**config.mk**
```make
export PLATFORM = sky130hd
export DESIGN_NAME = event_supervisor
export DESIGN_NICKNAME = d
export VERILOG_FILES = /design/src/rtl/event_supervisor.sv
export SDC_FILE = /design/constraint.sdc
export NUM_CORES = 1
export LEC_CHECK = 0
export ABC_AREA = 1
export CORE_UTILIZATION = 58
export CTS_BUF_LIST = sky130_fd_sc_hd__clkbuf_8
export CTS_CLUSTER_DIAMETER = 120
export DETAILED_ROUTE_END_ITERATION = 10
export DONT_BUFFER_PORTS = 1
export PLACE_DENSITY_LB_ADDON = 0.12
export SYNTH_ARGS = -nofsm -noshare
export SYNTH_HDL_FRONTEND = slang
export SYNTH_SLANG_ARGS = --single-unit
```
**constraint.sdc**
```tcl
create_clock -name clk -period 1.3 [get_ports clk]
set_input_delay 0 -clock clk [delete_from_list [all_inputs] [get_ports clk]]
set_output_delay 0 -clock clk [all_outputs]
set_load 0.05 [all_outputs]
```
**src/rtl/event_supervisor.sv**
```systemverilog
// Event supervisor: counts accepted events and flags ERROR after MAX_MISS consecutive idle
// timeouts. Moore outputs are decoded from the state register.
module event_supervisor #(
   parameter int unsigned CNT_W    = 8,
   parameter int unsigned TIMEOUT  = 16,
   parameter int unsigned MAX_MISS = 3,
   parameter bit          SATURATE = 1'b1
) (
   input  logic                              clk,
   input  logic                              rst,
   input  logic                              evt,
   input  logic                              clr_err,
   output logic [CNT_W-1:0]                  count,
   output logic [$clog2(MAX_MISS+1)-1:0]     miss_cnt,
   output logic                              en_cont,
   output logic                              error,
   output logic                              rst_timer,
   output logic [1:0]                        state_o
);

   localparam int unsigned TW = $clog2(TIMEOUT);
   localparam int unsigned MW = $clog2(MAX_MISS + 1);
   localparam logic [TW-1:0] TimerLast = TW'(TIMEOUT - 1);
   localparam logic [MW-1:0] MissLast  = MW'(MAX_MISS - 1);

   typedef enum logic [1:0] {
      StIdle  = 2'b00,
      StCount = 2'b01,
      StWait  = 2'b10,
      StError = 2'b11
   } state_e;

   state_e           state_q, state_d;
   logic [CNT_W-1:0] count_q, count_d;
   logic [MW-1:0]    miss_q, miss_d;
   logic [TW-1:0]    timer_q, timer_d;

   always_ff @(posedge clk or posedge rst) begin
      if (rst) begin
         state_q <= StIdle;
         count_q <= '0;
         miss_q  <= '0;
         timer_q <= '0;
      end else begin
         state_q <= state_d;
         count_q <= count_d;
         miss_q  <= miss_d;
         timer_q <= timer_d;
      end
   end

   always_comb begin
      state_d = state_q;
      count_d = count_q;
      miss_d  = miss_q;
      timer_d = timer_q;
      unique case (state_q)
         StIdle: begin
            timer_d = timer_q + 1'b1;
            // An event wins over a timeout landing on the same cycle.
            if (evt) begin
               state_d = StCount;
            end else if (timer_q == TimerLast) begin
               state_d = StWait;
            end
         end
         StCount: begin
            if (!(SATURATE && (count_q == '1))) begin
               count_d = count_q + 1'b1;
            end
            miss_d  = '0;
            timer_d = '0;
            state_d = StIdle;
         end
         StWait: begin
            timer_d = '0;
            if (evt) begin
               state_d = StCount;
            end else begin
               miss_d  = miss_q + 1'b1;
               state_d = (miss_q == MissLast) ? StError : StIdle;
            end
         end
         StError: begin
            if (clr_err) begin
               state_d = StIdle;
               miss_d  = '0;
               timer_d = '0;
            end
         end
      endcase
   end

   always_comb begin
      en_cont   = (state_q == StCount);
      error     = (state_q == StError);
      rst_timer = (state_q != StIdle);
      state_o   = state_q;
   end

   assign count    = count_q;
   assign miss_cnt = miss_q;

endmodule
```
# --- Word level (Yosys, flattened, before mapping) ---
# Cells that the tools add are included.
classes:
  add_sub_neg: 3
  muxes: 10
  eq_ne: 9
  n_reduce_logical: 7
  bitwise_logic: 1
op_table:
  columns: ["op", "count"]
  rows:
  - ["two-way mux 2 bit", 6]
  - ["one-hot mux 4 bit (3 select lines)", 1]
  - ["adder 8 x 1 -> 8 bit, second input constant", 1]
  - ["equality test 8 bit, second input constant", 1]
  - ["one-hot mux 2 bit (4 select lines)", 1]
  - ["equality test 2 bit, second input constant", 3]
  - ["one-hot mux 2 bit (3 select lines)", 1]
  - ["adder 4 x 1 -> 4 bit, second input constant", 1]
  - ["equality test 4 bit, second input constant", 1]
  - ["two-way mux 4 bit", 1]
  - ["inequality test 2 bit, second input constant", 2]
  - ["AND reduction 2 bit", 2]
  - ["inequality test 3 bit, second input constant", 1]
  - ["AND reduction 3 bit", 1]
  - ["nonzero test 3 bit", 1]
  - ["adder 2 x 1 -> 2 bit, second input constant", 1]
  - ["equality test 2 x 1 -> 1 bit, second input constant", 1]
  - ["zero test 2 bit", 1]
  - ["nonzero test 2 bit", 1]
  - ["OR reduction 2 bit", 1]
  - ["inverter 1 bit", 1]
word_totals:
  inputBits: 4
  elab_cells: 34
  output_inout_bits: 15
  register_bits: 16

# --- Logic depth before layout (Yosys ltp) ---
# Gate-level depths: netlist of run 1.
depth:
  depth_word: 4
  ltp_mapped: 7
  ltp_nobuf: 7

# --- Least setup slack after synthesis of run 1 ---
# OpenSTA, ideal clock, no wires.
synth_timing:
  kind: "flip-flop to flip-flop"
  start: "reg state_q[1] (netlist: state_o[1])"
  end: "reg miss_q[0] (netlist: miss_cnt[0])"
  path_buffers: 0
  path_stages_with_launch: 7
  arrival_ns: 1.557
  synth_period_minus_slack_ns: 1.643
  setup_slack_ns: -0.343
  setup_ns: 0.085
  t_required_ns: 1.215
  path_cell_list: "dfrtp_1 > nand2_1 > inv_1 > nand2_1 > nand3_1 > nand2_1 > o21ai_0"
synth_between:
  elab_chain_cells: 3
  elab_cells_between_ends: 8
  cone_classes: "eq/ne (5); mux (1); reduce/logical (2)"
synth_rtl:
  columns: ["item", "line_no", "rtl"]
  rows:
  - ["from (decl)", "33", "state_e state_q, state_d;"]
  - ["from (signal assigned)", "40", "state_q <= StIdle;"]
  - ["from (signal assigned)", "45", "state_q <= state_d;"]
  - ["equality test 2 bit (*)", null, null]
  - ["named net error", "16", "output logic error,"]
  - ["inequality test 2 bit (no line) or nonzero test 3 bit (tied branches)", null, null]
  - ["AND reduction 3 bit (no line)", null, null]
  - ["to (signal assigned)", "47", "miss_q <= miss_d;"]
  - ["to (decl)", "35", "logic [MW-1:0] miss_q, miss_d;"]
# The timed path passes the listed nets; every way through them passes the cells marked *.
# A chain may end at the register's enable or synchronous reset.

# --- Final worst setup path of run 1 ---
layout_timing:
  start: "reg count_q[1] (netlist: count[1])"
  end: "reg count_q[4] (netlist: count[4])"
layout_between:
  elab_chain_cells: 3
  elab_cells_between_ends: 4
  cone_classes: "add/sub (1); eq/ne (1); bitwise (1); reduce/logical (1)"
layout_rtl:
  columns: ["item", "line_no", "rtl"]
  rows:
  - ["from (decl)", "34", "logic [CNT_W-1:0] count_q, count_d;"]
  - ["from (signal assigned)", "46", "count_q <= count_d;"]
  - ["parallel branches: the longest is 3 deep, another holds adder 8 x 1 -> 8 bit", null, null]
# Parallel ways; which one is timed is not known.

==> results of run 1 <==
-- state kept, by name (all words and copies together), names as in the netlist --
| register | flops |
|---|---|
| count | 8 |
| timer_q | 4 |
| miss_cnt | 2 |
| state_o | 2 |
-- where the power goes --
part	total, W	internal (W)	switching (W)
combinational	0.00120	0.000382	0.000815
sequential	0.000823	0.000659	0.000164
clock	0.000455	0.000269	0.000185
total	0.00247	0.00131	0.00116
-- cell usage in the layout (no fill, tap or decap), drive strengths merged, types with 4 or more instances in the layout --
master,count
nor2,9
buf,16
inv,16
nand2,28
nand3,17
dfrtp,16
o21ai,6
clkbuf,4
-- cell type report --
cell class | instances | area, um^2
Timing Repair Buffer | 19 | 150
Clock buffer | 4 | 55.1
Sequential cell | 16 | 412
Tap cell | 15 | 18.8
Multi-Input combinational cell | 74 | 472
Inverter | 18 | 83.8
Fill cell | 72 | 175
-- cell families after synthesis --
family                   Yosys count  share of synthesized area
flip-flops                        16                      0.449
buffers and inverters             18                     0.0772
XOR/XNOR                           3                     0.0295
adder cells (fa/ha/maj)            3                     0.0421
AO/OA/AOI/OAI                     10                     0.0632
AND/OR/NAND/NOR                   58                      0.338
-- synth_stat cells --
library cell  number
nand2_1           25
dfrtp_1           16
inv_1             16
nand3_1           15
nor2_1             7
o21ai_0            5
a21oi_1            3
ha_1               3
nand4_1            3
nand2_4            2
nand3_2            2
xnor2_1            2
clkinv_2           1
inv_2              1
nand2_2            1
nand3b_1           1
nor2_4             1
nor2_8             1
o211ai_1           1
o21ai_2            1
xor2_1             1
-- per-stage QoR --
stage / instance area [um^2] / util / power, W / TNS (ns) / hold slack [ns]
floorplan: 965 / - / 0.00167 / -0.322 / -0.0869
detailed placement: 1100 / 0.802 / 0.00198 / 0 / -0.0153
global route: 1190 / 0.872 / 0.00259 / 0 / 0.329
CTS: 1180 / 0.864 / 0.00244 / 0 / 0.263
global placement: 1100 / 0.802 / 0.00193 / 0 / -0.0230
finish: 1190 / 0.872 / 0.00247 / 0 / 0.248
-- worst paths after layout --
check | slack [ns] | end | depth (start not counted)
hold reg to reg | 0.51 | timer_q[0]$_DFFE_PP0P_ | 1
max in group asynchronous | 0.62 | count[4]$_DFFE_PP0P_ | 2
hold / removal | 0.25 | count[1]$_DFFE_PP0P_ | 2
min in group clk | 0.51 | timer_q[0]$_DFFE_PP0P_ | 1
setup / recovery | 0.06 | count[4]$_DFFE_PP0P_ | 7
setup reg to reg | 0.06 | count[4]$_DFFE_PP0P_ | 7
-- per-layer routing --
metal,vias to the layer above,wire (um),track usage
li1,400,-,-
met1,408,886,0.360
met2,38,1030,0.496
met3,5,102,0.0380
met4,0,44,0.145
met5,-,0,0
-- timing repair --
item,in CTS,in global routing
hold endpoints to repair,20,0
resized for setup,0,1
hold buffers,3,0
setup buffers,0,1
setup endpoints to repair,0,2
==> impl_results.md, run 1 <==
* Status: complete, no violations
* CP cell instances: ha_4, nand3_4, clkinv_4, nand2_8, nand3_1, nand2_1, nand2_1
* Drt total wl at 2.06 mm
* Die height at 41.2 um
* RSZ-0062 raised after global routing: false
* Area Overhead vs Synth at 33.7%
* Synth warn at 0
* Grt ovf at 0
* Fin nets at 139
* Dpl hpwl at 1.41 mm
* Setup WS pre-CTS at 0.0980 ns
* H-tree depth at 1
* First-pass GRT wire length at 3.15 mm
* GP Congestion at 0.843
* CP Launch Type: flip-flop
* DR pass1 iterations at 4
* Die width at 41.2 um
* Yosys reg bits at 16
* Critical Path RT at 1.44 ns
* Crit share post-route at 0.955
* FP Rows at 13
* Worst Clk Skew at 0.00190 ns
* Tmin final at 1.24 ns
* Max Clk Rate at 805 MHz
* Ant diodes at 0
* CTS root buffer: clkbuf_8
* Pleak at 0.581 nW
* Effective utilization at floorplan at 0.652
* Clock buffer depth at 2
* Vias at 851
* Most used cell, CP: nand2_1
* Final setup fails at 0
* Core area at 0.00137 mm^2
* CP delay by family, top: flip-flops
* Worst setup EP type: flip-flop
* CP max-delay cell: dfrtp_2
* Cell Area, Synth at 891 um^2
* CTS tree: built
* Vias in the first global route at 770
* Largest cells by area after synthesis: dfrtp_1 45%, nand2_1 11%, nand3_1 8.4%
* Setup ws final at 0.0583 ns
* CP Class: flip-flop to flip-flop
* Post-synthesis net count at 115
* Slew headroom at 0.592
* Arr. time, crit path at 1.38 ns
* Port bufs at 0
* Peak supply drop at 1.40 mV
* Iter 0 DRT Violations at 13
* Cells after synthesis at 108
* Leading area contributor after synthesis: dfrtp_1
* Placed Cells at 138
* Max cap viols at 0
* DR vias/cell at 5.83
* Clock Sinks at 16
* Clock Latency Late Sink at 0.26 ns
* Sequential fraction of the synthesis area at 0.449
* Crit path from: count[1]$_DFFE_PP0P_
* Final hold vios at 0
* Crit-path max FO at 9
* Final ANT Viol Nets at 0
* Worst Path Buf+Inv at 1
* Worst-path clk slew at 0.07 ns
* Total GRT Usage at 0.292
* Die area at 0.00170 mm^2
* RR Startpoint: count[1]$_DFFE_PP0P_
* Fin. max-slew vios at 0
* CTS buffer count at 3
* Average cell area after synthesis at 8.25 um^2
* CP max stage delay at 0.44 ns
* Final std cells w/o fill at 146
* Worst Hold Class: input port to async pin
* Yosys cell types at 21
* Initial antenna violation count at 0
* Tightest Pin Transition at 0.611 ns
* Layout cells sized above 1 at 0.374
* Drt drc at 0
* I/O pin count at 19
* Drt wl/cell at 14.1 um
* Post-synth top area share at 0.449
* Pwr/cell area at 2080 mW/mm^2
* Largest net degree at the start of global routing at 17
No activity file was read; power rests on OpenSTA's default activity.
==> run 2, diff against run 1 <==
==> constraint.sdc (replaced) <==
create_clock -name clk -period 1.3 [get_ports clk]
set_input_delay 0 -clock clk [delete_from_list [all_inputs] [get_ports clk]]
set_output_delay 0 -clock clk [all_outputs]
set_load 0.01 [all_outputs]
==> run 2 against run 1 <==
Compared with the run above: critical path depth decreased by 1; critical endpoint is now count[7]$_DFFE_PP0P_; non-clock buffer count fell by 8; combinational power is 43% lower; largest power group is now registers; largest cell class unchanged; clock skew rose by 0.0015 ns; sequential share of layout area increased by 2.9 points.
==> impl_results.md, run 2 (synthesis results as in run 1) <==
* Drt total wl at 2.06 mm
* CTS buffer count at 3
* Slew headroom at 0.596
* DR pass1 iterations at 4
* Clock Latency Late Sink at 0.25 ns
* GP Congestion at 0.804
* Worst Hold Class: input port to async pin
* Port bufs at 0
* Critical Path RT at 1.44 ns
* Drt wl/cell at 14.9 um
* Core area at 0.00137 mm^2
* Crit-path max FO at 6
* Crit share post-route at 0.963
* Peak supply drop at 1.50 mV
* Initial antenna violation count at 0
* CTS tree: built
* Clock Sinks at 16
* Iter 0 DRT Violations at 16
* Max Clk Rate at 798 MHz
* Effective utilization at floorplan at 0.652
* Reg area at 402 um^2
* First-pass GRT wire length at 2.81 mm
* Commonest non-fill, non-tap cell in the layout: nand2_1
* Grt ovf at 0
* Pleak at 0.555 nW
* FP Rows at 13
* Worst setup EP type: flip-flop
* Final hold vios at 0
* Final ANT Viol Nets at 0
* Worst R2R End: count[7]$_DFFE_PP0P_
* CP Launch Type: flip-flop
* Ant diodes at 0
* H-tree depth at 1
* Worst Clk Skew at 0.00337 ns
* Status: complete, no violations
* Area Overhead vs Synth at 20.5%
* Die width at 41.2 um
* Finished Core Util at 0.786
* Footprint of the multi-input gates at 435 um^2
* CP Class: flip-flop to flip-flop
* Clock buffer depth at 2
* Pwr/cell area at 1800 mW/mm^2
* Tmin final at 1.25 ns
* Crit path to: count[7]$_DFFE_PP0P_
* Vias at 759
* Tightest Pin Transition at 0.606 ns
* Largest net degree at the start of global routing at 17
* Fin. max-slew vios at 0
* Dpl hpwl at 1.34 mm
* Layout cells sized above 1 at 0.203
* Die height at 41.2 um
* Max reg flops at 8
* Placed Cells at 131
* Setup TNS at 0 ns
* Worst-path clk slew at 0.07 ns
* Arr. time, crit path at 1.40 ns
* Fin nets at 131
* CTS root buffer: clkbuf_8
* # fillers at 89
* Die area at 0.00170 mm^2
* Most frequent cells in the layout: 24 x nand2_1, 16 x inv_1, 15 x nand3_1, 15 x dfrtp_1, 8 x buf_4
* I/O pin count at 19
* RR Startpoint: count[0]$_DFFE_PP0P_
* Total GRT Usage at 0.263
* Final setup fails at 0
* DR vias/cell at 5.50
* Max cap viols at 0
* Flop-to-flop setup slack at 0.05 ns
* Final std cells w/o fill at 138
* Final hold slack at 0.259 ns
* Drt drc at 0
* Vias in the first global route at 699
* Crit path from: count[0]$_DFFE_PP0P_
* R2R depth at 6
[run 2: worst min-delay path by stage]
stage          cells after the start                     end  slack [ns]  start
6_report                           2    count[1]$_DFFE_PP0P_        0.26    rst
5_1_grt                            2  state_o[1]$_DFFE_PP0P_        0.34    rst
4_1_cts                            2    count[6]$_DFFE_PP0P_        0.28    rst
3_5_place_dp                       1    count[6]$_DFFE_PP0P_       -0.01    rst
3_3_place_gp                       1    count[2]$_DFFE_PP0P_       -0.01    rst
2_1_floorplan                      1    count[0]$_DFFE_PP0P_       -0.09    rst
[run 2: layout make-up]
class | instances | area share
inverters | 18 | 0.0676
flip-flops and latches | 16 | 0.374
well taps | 15 | 0.0175
repair buffers | 11 | 0.0839
clock buffers | 4 | 0.0513
multi-input cells | 74 | 0.406
[run 2: metrics by stage]
stage	setup slack [ns]	total power [W]	cell area, um^2
after floorplan	0.0191	0.00121	891
after global placement	0.0736	0.00141	970
after detailed placement	0.0179	0.00144	970
after CTS	0.0000164	0.00191	1050
after global routing	-0.0328	0.00205	1070
final	0.0476	0.00193	1070
[run 2: worst max-delay path: stages (launching register included)]
cell and delay, ns:
dfrtp_1 0.38, buf_4 0.16, nand3_2 0.10, nor2_4 0.21
nand4_1 0.14, nand2_1 0.11, inv_1 0.04
[run 2: where the power goes]
group / leakage [nW] / internal (W) / switching [W]
registers: 0.209 / 0.000644 / 0.000159
logic: 0.317 / 0.000284 / 0.000400
clock network: 0.0288 / 0.000268 / 0.000174
[run 2: per-layer routing]
metal	global-route usage	part of all wire	up-vias
met5	0	0	-
met4	0.0887	0.014	0
met1	0.316	0.42	348
met2	0.434	0.50	31
met3	0.0924	0.064	4
li1	-	-	376
[run 2: what timing repair did]
item,CTS,global route
hold buffers,3,0
endpoints found under the hold margin,21,0
resized for setup,0,7
setup endpoints to repair,0,8
buffers inserted,0,0
